### src/rtl/inst_fetch_ctrl_pkg.sv
// -----------------------------------------------------------------------------
// inst_fetch_ctrl_pkg
// Shared widths, state encodings and the prefetch-buffer entry type used by
// the instruction-fetch sequencer and its prefetch buffer.
//   inst_addr_bus   : instruction address width
//   inst_bus        : instruction word width
//   fetch_state_bus : width of the fetch FSM state register
//   zero_word       : all-zero instruction/address word
// -----------------------------------------------------------------------------
package inst_fetch_ctrl_pkg;

    localparam int inst_addr_bus   = 32;
    localparam int inst_bus        = 32;
    localparam int fetch_state_bus = 2;

    localparam logic [inst_bus-1:0] zero_word = 32'h0000_0000;

    typedef enum logic [fetch_state_bus-1:0] {
        S_IDLE = 2'b00,
        S_RUN  = 2'b01,
        S_HALT = 2'b10
    } fetch_state_t;

    // One prefetch-buffer entry: fetch address plus the word read there.
    typedef struct packed {
        logic [inst_addr_bus-1:0] pc;
        logic [inst_bus-1:0]      inst;
    } fetch_entry_t;

    // Sequential fetch address; 32'hFFFF_FFFC wraps naturally to zero.
    function automatic logic [inst_addr_bus-1:0] next_pc(input logic [inst_addr_bus-1:0] pc);
        return pc + 32'd4;
    endfunction

endpackage

### src/rtl/fetch_buf.sv
// -----------------------------------------------------------------------------
// fetch_buf
// Two-entry, 64-bit-wide synchronous FIFO holding {pc, inst} pairs between
// the fetch stage and decode. Flush wins over push; a pop in the flush cycle
// is legal and simply has no further effect.
//   clk, rst_n : clock, asynchronous active-low reset
//   push       : write din (ignored when full without a simultaneous pop)
//   pop        : drop the head entry
//   flush      : empty the buffer
//   din        : entry to write
//   count      : number of valid entries (0..2)
//   head       : oldest entry, all zero when empty
// -----------------------------------------------------------------------------
module fetch_buf
    import inst_fetch_ctrl_pkg::*;
(
    input  logic         clk,
    input  logic         rst_n,
    input  logic         push,
    input  logic         pop,
    input  logic         flush,
    input  fetch_entry_t din,
    output logic [1:0]   count,
    output fetch_entry_t head
);

    fetch_entry_t entry0_r;
    fetch_entry_t entry1_r;
    logic [1:0]   count_r;

    // Storage and occupancy update; entry0_r is always the head.
    always_ff @(posedge clk or negedge rst_n) begin
        if (!rst_n) begin
            entry0_r <= '0;
            entry1_r <= '0;
            count_r  <= 2'd0;
        end else if (flush) begin
            count_r <= 2'd0;
        end else begin
            case ({push, pop})
                2'b10: begin
                    if (count_r == 2'd0) begin
                        entry0_r <= din;
                        count_r  <= 2'd1;
                    end else if (count_r == 2'd1) begin
                        entry1_r <= din;
                        count_r  <= 2'd2;
                    end else begin
                        count_r  <= count_r;
                    end
                end
                2'b01: begin
                    if (count_r != 2'd0) begin
                        entry0_r <= entry1_r;
                        count_r  <= count_r - 2'd1;
                    end else begin
                        count_r  <= count_r;
                    end
                end
                2'b11: begin
                    case (count_r)
                        // Pop of an empty buffer is meaningless: push only.
                        2'd0: begin
                            entry0_r <= din;
                            count_r  <= 2'd1;
                        end
                        2'd1: begin
                            entry0_r <= din;
                        end
                        2'd2: begin
                            entry0_r <= entry1_r;
                            entry1_r <= din;
                        end
                        default: begin
                            count_r  <= 2'd0;
                        end
                    endcase
                end
                default: begin
                    count_r <= count_r;
                end
            endcase
        end
    end

    // Head presentation; zero when nothing is buffered.
    always_comb begin
        head = '0;
        if (count_r != 2'd0) begin
            head = entry0_r;
        end else begin
            head = '0;
        end
    end

    assign count = count_r;

endmodule

### src/rtl/inst_fetch_ctrl.sv
// -----------------------------------------------------------------------------
// inst_fetch_ctrl
// Instruction-fetch sequencer: owns the PC, drives the instruction ROM
// (combinational read), captures {pc, inst} into a 2-entry prefetch buffer
// drained by decode through valid/ready, and handles redirects and halts.
//
// Optional feature macro: FETCH_MISALIGN_CHECK_EN
//   defined   : a redirect to a non-word-aligned target raises sticky
//               misalign_o and blocks fetch until an aligned redirect.
//   undefined : redirect target bits [1:0] are forced to zero and
//               misalign_o is constant 0.
//
// Ports
//   clk, rst_n          : clock, asynchronous active-low reset
//   halt_i              : stop issuing fetches (buffer keeps draining)
//   redirect_i          : flush buffer, restart fetch at redirect_pc_i
//   redirect_pc_i       : redirect target
//   rom_ce_o, rom_addr_o: ROM chip-enable and byte address (0 when idle)
//   rom_inst_i          : ROM read data
//   if_valid_o/ready_i  : decode handshake on the buffer head
//   if_pc_o, if_inst_o  : head entry (0 when empty)
//   misalign_o          : misaligned-redirect fault
// -----------------------------------------------------------------------------
module inst_fetch_ctrl
    import inst_fetch_ctrl_pkg::*;
#(
    parameter logic [inst_addr_bus-1:0] RESET_PC = 32'h0000_0000
)(
    input  logic                     clk,
    input  logic                     rst_n,
    input  logic                     halt_i,
    input  logic                     redirect_i,
    input  logic [inst_addr_bus-1:0] redirect_pc_i,
    output logic                     rom_ce_o,
    output logic [inst_addr_bus-1:0] rom_addr_o,
    input  logic [inst_bus-1:0]      rom_inst_i,
    output logic                     if_valid_o,
    input  logic                     if_ready_i,
    output logic [inst_addr_bus-1:0] if_pc_o,
    output logic [inst_bus-1:0]      if_inst_o,
    output logic                     misalign_o
);

    fetch_state_t             state_r;
    fetch_state_t             state_nxt_s;
    logic [inst_addr_bus-1:0] pc_r;
    logic [inst_addr_bus-1:0] redir_target_s;
    logic                     fetch_block_s;
    logic                     fetch_s;
    logic                     pop_s;
    logic                     valid_s;
    logic [1:0]               count_s;
    fetch_entry_t             push_entry_s;
    fetch_entry_t             head_s;

`ifdef FETCH_MISALIGN_CHECK_EN
    logic misalign_r;

    assign redir_target_s = redirect_pc_i;
    assign fetch_block_s  = misalign_r;

    // Sticky fault: set by a misaligned redirect, cleared by an aligned one.
    always_ff @(posedge clk or negedge rst_n) begin
        if (!rst_n) begin
            misalign_r <= 1'b0;
        end else if (redirect_i) begin
            misalign_r <= (redirect_pc_i[1:0] != 2'b00);
        end else begin
            misalign_r <= misalign_r;
        end
    end

    assign misalign_o = misalign_r;
`else
    assign redir_target_s = redirect_pc_i & 32'hFFFF_FFFC;
    assign fetch_block_s  = 1'b0;
    assign misalign_o     = 1'b0;
`endif

    // FSM state register.
    always_ff @(posedge clk or negedge rst_n) begin
        if (!rst_n) begin
            state_r <= S_IDLE;
        end else begin
            state_r <= state_nxt_s;
        end
    end

    // Next-state logic; redirects never change the state.
    always_comb begin
        state_nxt_s = state_r;
        case (state_r)
            S_IDLE: begin
                if (halt_i) begin
                    state_nxt_s = S_HALT;
                end else begin
                    state_nxt_s = S_RUN;
                end
            end
            S_RUN: begin
                if (halt_i) begin
                    state_nxt_s = S_HALT;
                end else begin
                    state_nxt_s = S_RUN;
                end
            end
            S_HALT: begin
                if (!halt_i) begin
                    state_nxt_s = S_RUN;
                end else begin
                    state_nxt_s = S_HALT;
                end
            end
            default: begin
                state_nxt_s = S_IDLE;
            end
        endcase
    end

    // Handshake and fetch decision. halt_i gates fetch combinationally so
    // no fetch is issued in the cycle halt is first seen.
    always_comb begin
        valid_s = 1'b0;
        pop_s   = 1'b0;
        fetch_s = 1'b0;
        valid_s = (count_s != 2'd0);
        pop_s   = valid_s && if_ready_i;
        if ((state_r == S_RUN) && !halt_i && !redirect_i && !fetch_block_s) begin
            fetch_s = (count_s < 2'd2) || pop_s;
        end else begin
            fetch_s = 1'b0;
        end
    end

    // Program counter: redirect beats sequential advance; held otherwise.
    always_ff @(posedge clk or negedge rst_n) begin
        if (!rst_n) begin
            pc_r <= RESET_PC;
        end else if (redirect_i) begin
            pc_r <= redir_target_s;
        end else if (fetch_s) begin
            pc_r <= next_pc(pc_r);
        end else begin
            pc_r <= pc_r;
        end
    end

    assign push_entry_s = '{pc: pc_r, inst: rom_inst_i};

    fetch_buf u_fetch_buf (
        .clk   (clk),
        .rst_n (rst_n),
        .push  (fetch_s),
        .pop   (pop_s),
        .flush (redirect_i),
        .din   (push_entry_s),
        .count (count_s),
        .head  (head_s)
    );

    assign rom_ce_o   = fetch_s;
    assign rom_addr_o = fetch_s ? pc_r : zero_word;
    assign if_valid_o = valid_s;
    assign if_pc_o    = head_s.pc;
    assign if_inst_o  = head_s.inst;

endmodule

### config.mk
export PLATFORM = sky130hd
export DESIGN_NAME = inst_fetch_ctrl
export DESIGN_NICKNAME = d
export VERILOG_FILES = /design/src/rtl/inst_fetch_ctrl_pkg.sv /design/src/rtl/fetch_buf.sv /design/src/rtl/inst_fetch_ctrl.sv
export SDC_FILE = /design/constraint.sdc
export NUM_CORES = 1
export LEC_CHECK = 0
export BUFFER_PORTS_ARGS = -buffer_cell sky130_fd_sc_hd__buf_4
export CORE_MARGIN = 2
export CORE_UTILIZATION = 45
export CTS_BUF_LIST = sky130_fd_sc_hd__clkbuf_8
export CTS_CLUSTER_DIAMETER = 150
export DETAILED_ROUTE_END_ITERATION = 8
export PLACE_DENSITY = 0.72
export SYNTH_ARGS = -nofsm -noshare
export SYNTH_HDL_FRONTEND = slang
export SYNTH_HIERARCHICAL = 1
export SYNTH_SLANG_ARGS = --single-unit
### constraint.sdc
create_clock -name clk -period 6.5 [get_ports clk]
set_input_delay 0.65 -clock clk [delete_from_list [all_inputs] [get_ports clk]]
set_output_delay 0.65 -clock clk [all_outputs]
set_load 0.01 [all_outputs]
==> out/metrics.cfg <==
[worst_setup_path]
critPathMaxStageDelay_ps=580
worst-path-buf-inv=3
cp_top_family=buffers and inverters
reg2reg_depth=9
cp.required_ps=6830
cp-start-kind=primary input
worstPathCellList=buf_4 -> or4b_4 -> or2_4 -> clkinv_2 -> ha_1 -> mux2i_1 -> a211oi_2 -> o21ai_4 -> buf_12 -> mux2_2
crit_fanout=50
regToRegSetupSlack_ps=2590
r2r_start=u_fetch_buf/count[1]
path_class=primary input to flip-flop
arrival_ps=4290
r2r-end=u_fetch_buf/entry1_r[60]
end_kind=flip-flop
slowest_stage=or4b_4

[layout]
stdcell_count=1165
mostFrequentLayoutCell=buf_4
drive_gt1_share_pct=29.6
layout_common_cells=buf_4 (167), dfrtp_1 (162), nor2_1 (83)
nFillCells=1577
syn2layout_area_growth_pct=20.8
postLayoutCellArea_sq_um=10100
regArea_sq_um=4050
diodes=0
multiInputGateArea_sq_um=3930
nets=1007

[logic_synthesis]
synthCells=786
ys_types=57
yosysSeqAreaShare_pct=48.7
synthArstFlopShare_pct=100
synth_flop_cell=dfrtp_1
synth_area_sq_um=8320
synth_edf_count=0
avgSynthCellArea_sq_um=10.6
ys_ff_latch=162
ys_warn_count=6

[global_routing]
met2_usage_pct=30.7
use_met3_pct=4.51
grt_max_degree=129
met1_usage_pct=31.0
grt_pass1_wl_mm=32.6
antenna_found_initial=0
grt_usage_pct=20.8
busiest_layer=met1
grt_pass1_vias=6131
grt.overflow.total=0

[timing]
fin_crit_sh_pct=60.9
fin_ws_ps=2540
finalMaxSlewViolations=0
fin_setup_tns_ps=0
maxSlewHeadroom_pct=15.7
finClkSkew_ps=12.5
min_period_ps=3960
setup_violations=0
tightest_slew_ps=1260
finalHoldViolCount=0
grt_setup_unrepaired=no
fmax_ghz=0.253

[clocking]
path_clk_slew_ps=90
ctsHoldBuffers=0
ctsResizeCount=0
htreeDepth=4
clock-sinks=162
cts_setup_buffers=0
cts_tree=done
clock_path_buffers=2
clock_latency_ps=450
numCtsBuffers=17
cts-root-buf=clkbuf_8

[pwr]
ir_drop_uv=139
total_power_uw=3860
powerDensity_nw_per_um2=384
cellLeakagePower_uw=0.00482

[min_path]
hold_path_class=primary input to async pin

[route]
drtIter0Drc=428
wl_per_cell_microns=17.3
detail-route-antenna-nets=0
vias=6428
totalWireLength_mm=20.2
drc=13
vias_per_cell=5.52
dr.pass1.iters=9

[placement]
port_buffers=162
preCtsSetupSlack_ps=2100
dp_cells=1134
placed_area_sq_um=9630
gp_congestion=0.802
dp_hpwl_mm=12.8

[die]
start_util_pct=46.0
dieArea_sq_um=19600
die_y_microns=140
ioPinCount=168
rows=49
core_sq_um=18100
die_x_microns=140

[outcome]
status=finished with violations
violations=DRC

[job]
max_cap_viol_count=0

## how the worst max path moves through the flow
stage	to	slack, ps	from	cells past startpoint
after floorplan	u_fetch_buf/entry0_r[30]	2770	redirect_i	13
after global placement	u_fetch_buf/entry1_r[31]	2140	redirect_i	10
after detailed placement	u_fetch_buf/entry1_r[62]	2100	redirect_i	10
after CTS	u_fetch_buf/entry1_r[60]	2550	u_fetch_buf/count[1]	9
after global routing	u_fetch_buf/entry1_r[60]	2290	u_fetch_buf/count[1]	9
final	u_fetch_buf/entry1_r[60]	2540	redirect_i	10
## per-layer routing
metal | vias up | part of all wire [%]
li1 | 3055 | -
met1 | 3142 | 48
met2 | 216 | 45
met3 | 15 | 6.3
met4 | 0 | 1.1
met5 | - | 0
## metrics by stage
step / hold slack, ps / util (%)
3_5_place_dp: 448 / 53.2
6_report: 319 / 55.6
5_1_grt: 316 / 55.6
3_3_place_gp: 437 / 53.2
4_1_cts: 324 / 55.6
2_1_floorplan: 354 / -
## flip-flops by register name, summed over array words and instances, names as in the netlist
register	count
u_fetch_buf/entry1_r	64
u_fetch_buf/count	2
state_r	2
pc_r	30
u_fetch_buf/entry0_r	64
## cells in the mapped netlist, types with 12 or more instances
| cell | number | share of area, % |
|---|---|---|
| a22oi_1 | 69 | 6.2 |
| and2_1 | 29 | 2.2 |
| dfrtp_1 | 162 | 49 |
| inv_1 | 12 | 0.54 |
| ha_1 | 14 | 2.1 |
| nand2_1 | 38 | 1.7 |
| nor2b_1 | 67 | 5.0 |
| mux2_4 | 61 | 11 |
| o21ai_0 | 19 | 1.1 |
| a21oi_1 | 70 | 4.2 |
| nor2_1 | 83 | 3.7 |
| clkbuf_1 | 25 | 1.1 |
| nand3_1 | 15 | 0.90 |
## report_power, final
| part | switching, uW | internal, uW |
|---|---|---|
| logic | 678 | 758 |
| clock network | 377 | 416 |
| registers | 231 | 1400 |
| total | 1280 | 2580 |
## layout make-up
class | instances | area share, %
flip-flops and latches | 162 | 40.3
multi-input cells | 560 | 39.1
clock buffers | 17 | 2.33
repair buffers | 170 | 13.0
well taps | 229 | 2.85
inverters | 13 | 0.498
clock inverters | 14 | 1.88
## cells by family after synthesis
group | after synthesis | share of synthesized area, %
and+or+nand+nor | 269 | 16.6
AOI/OAI and AO/OA | 201 | 16.0
DFF | 162 | 48.7
buffers and inverters | 70 | 4.57
muxes | 67 | 11.8
adders and majority gates | 14 | 2.10
xor gates and xnor gates | 2 | 0.210
other | 1 | 0.0450
Note: power is estimated with default switching activity, not from simulation.
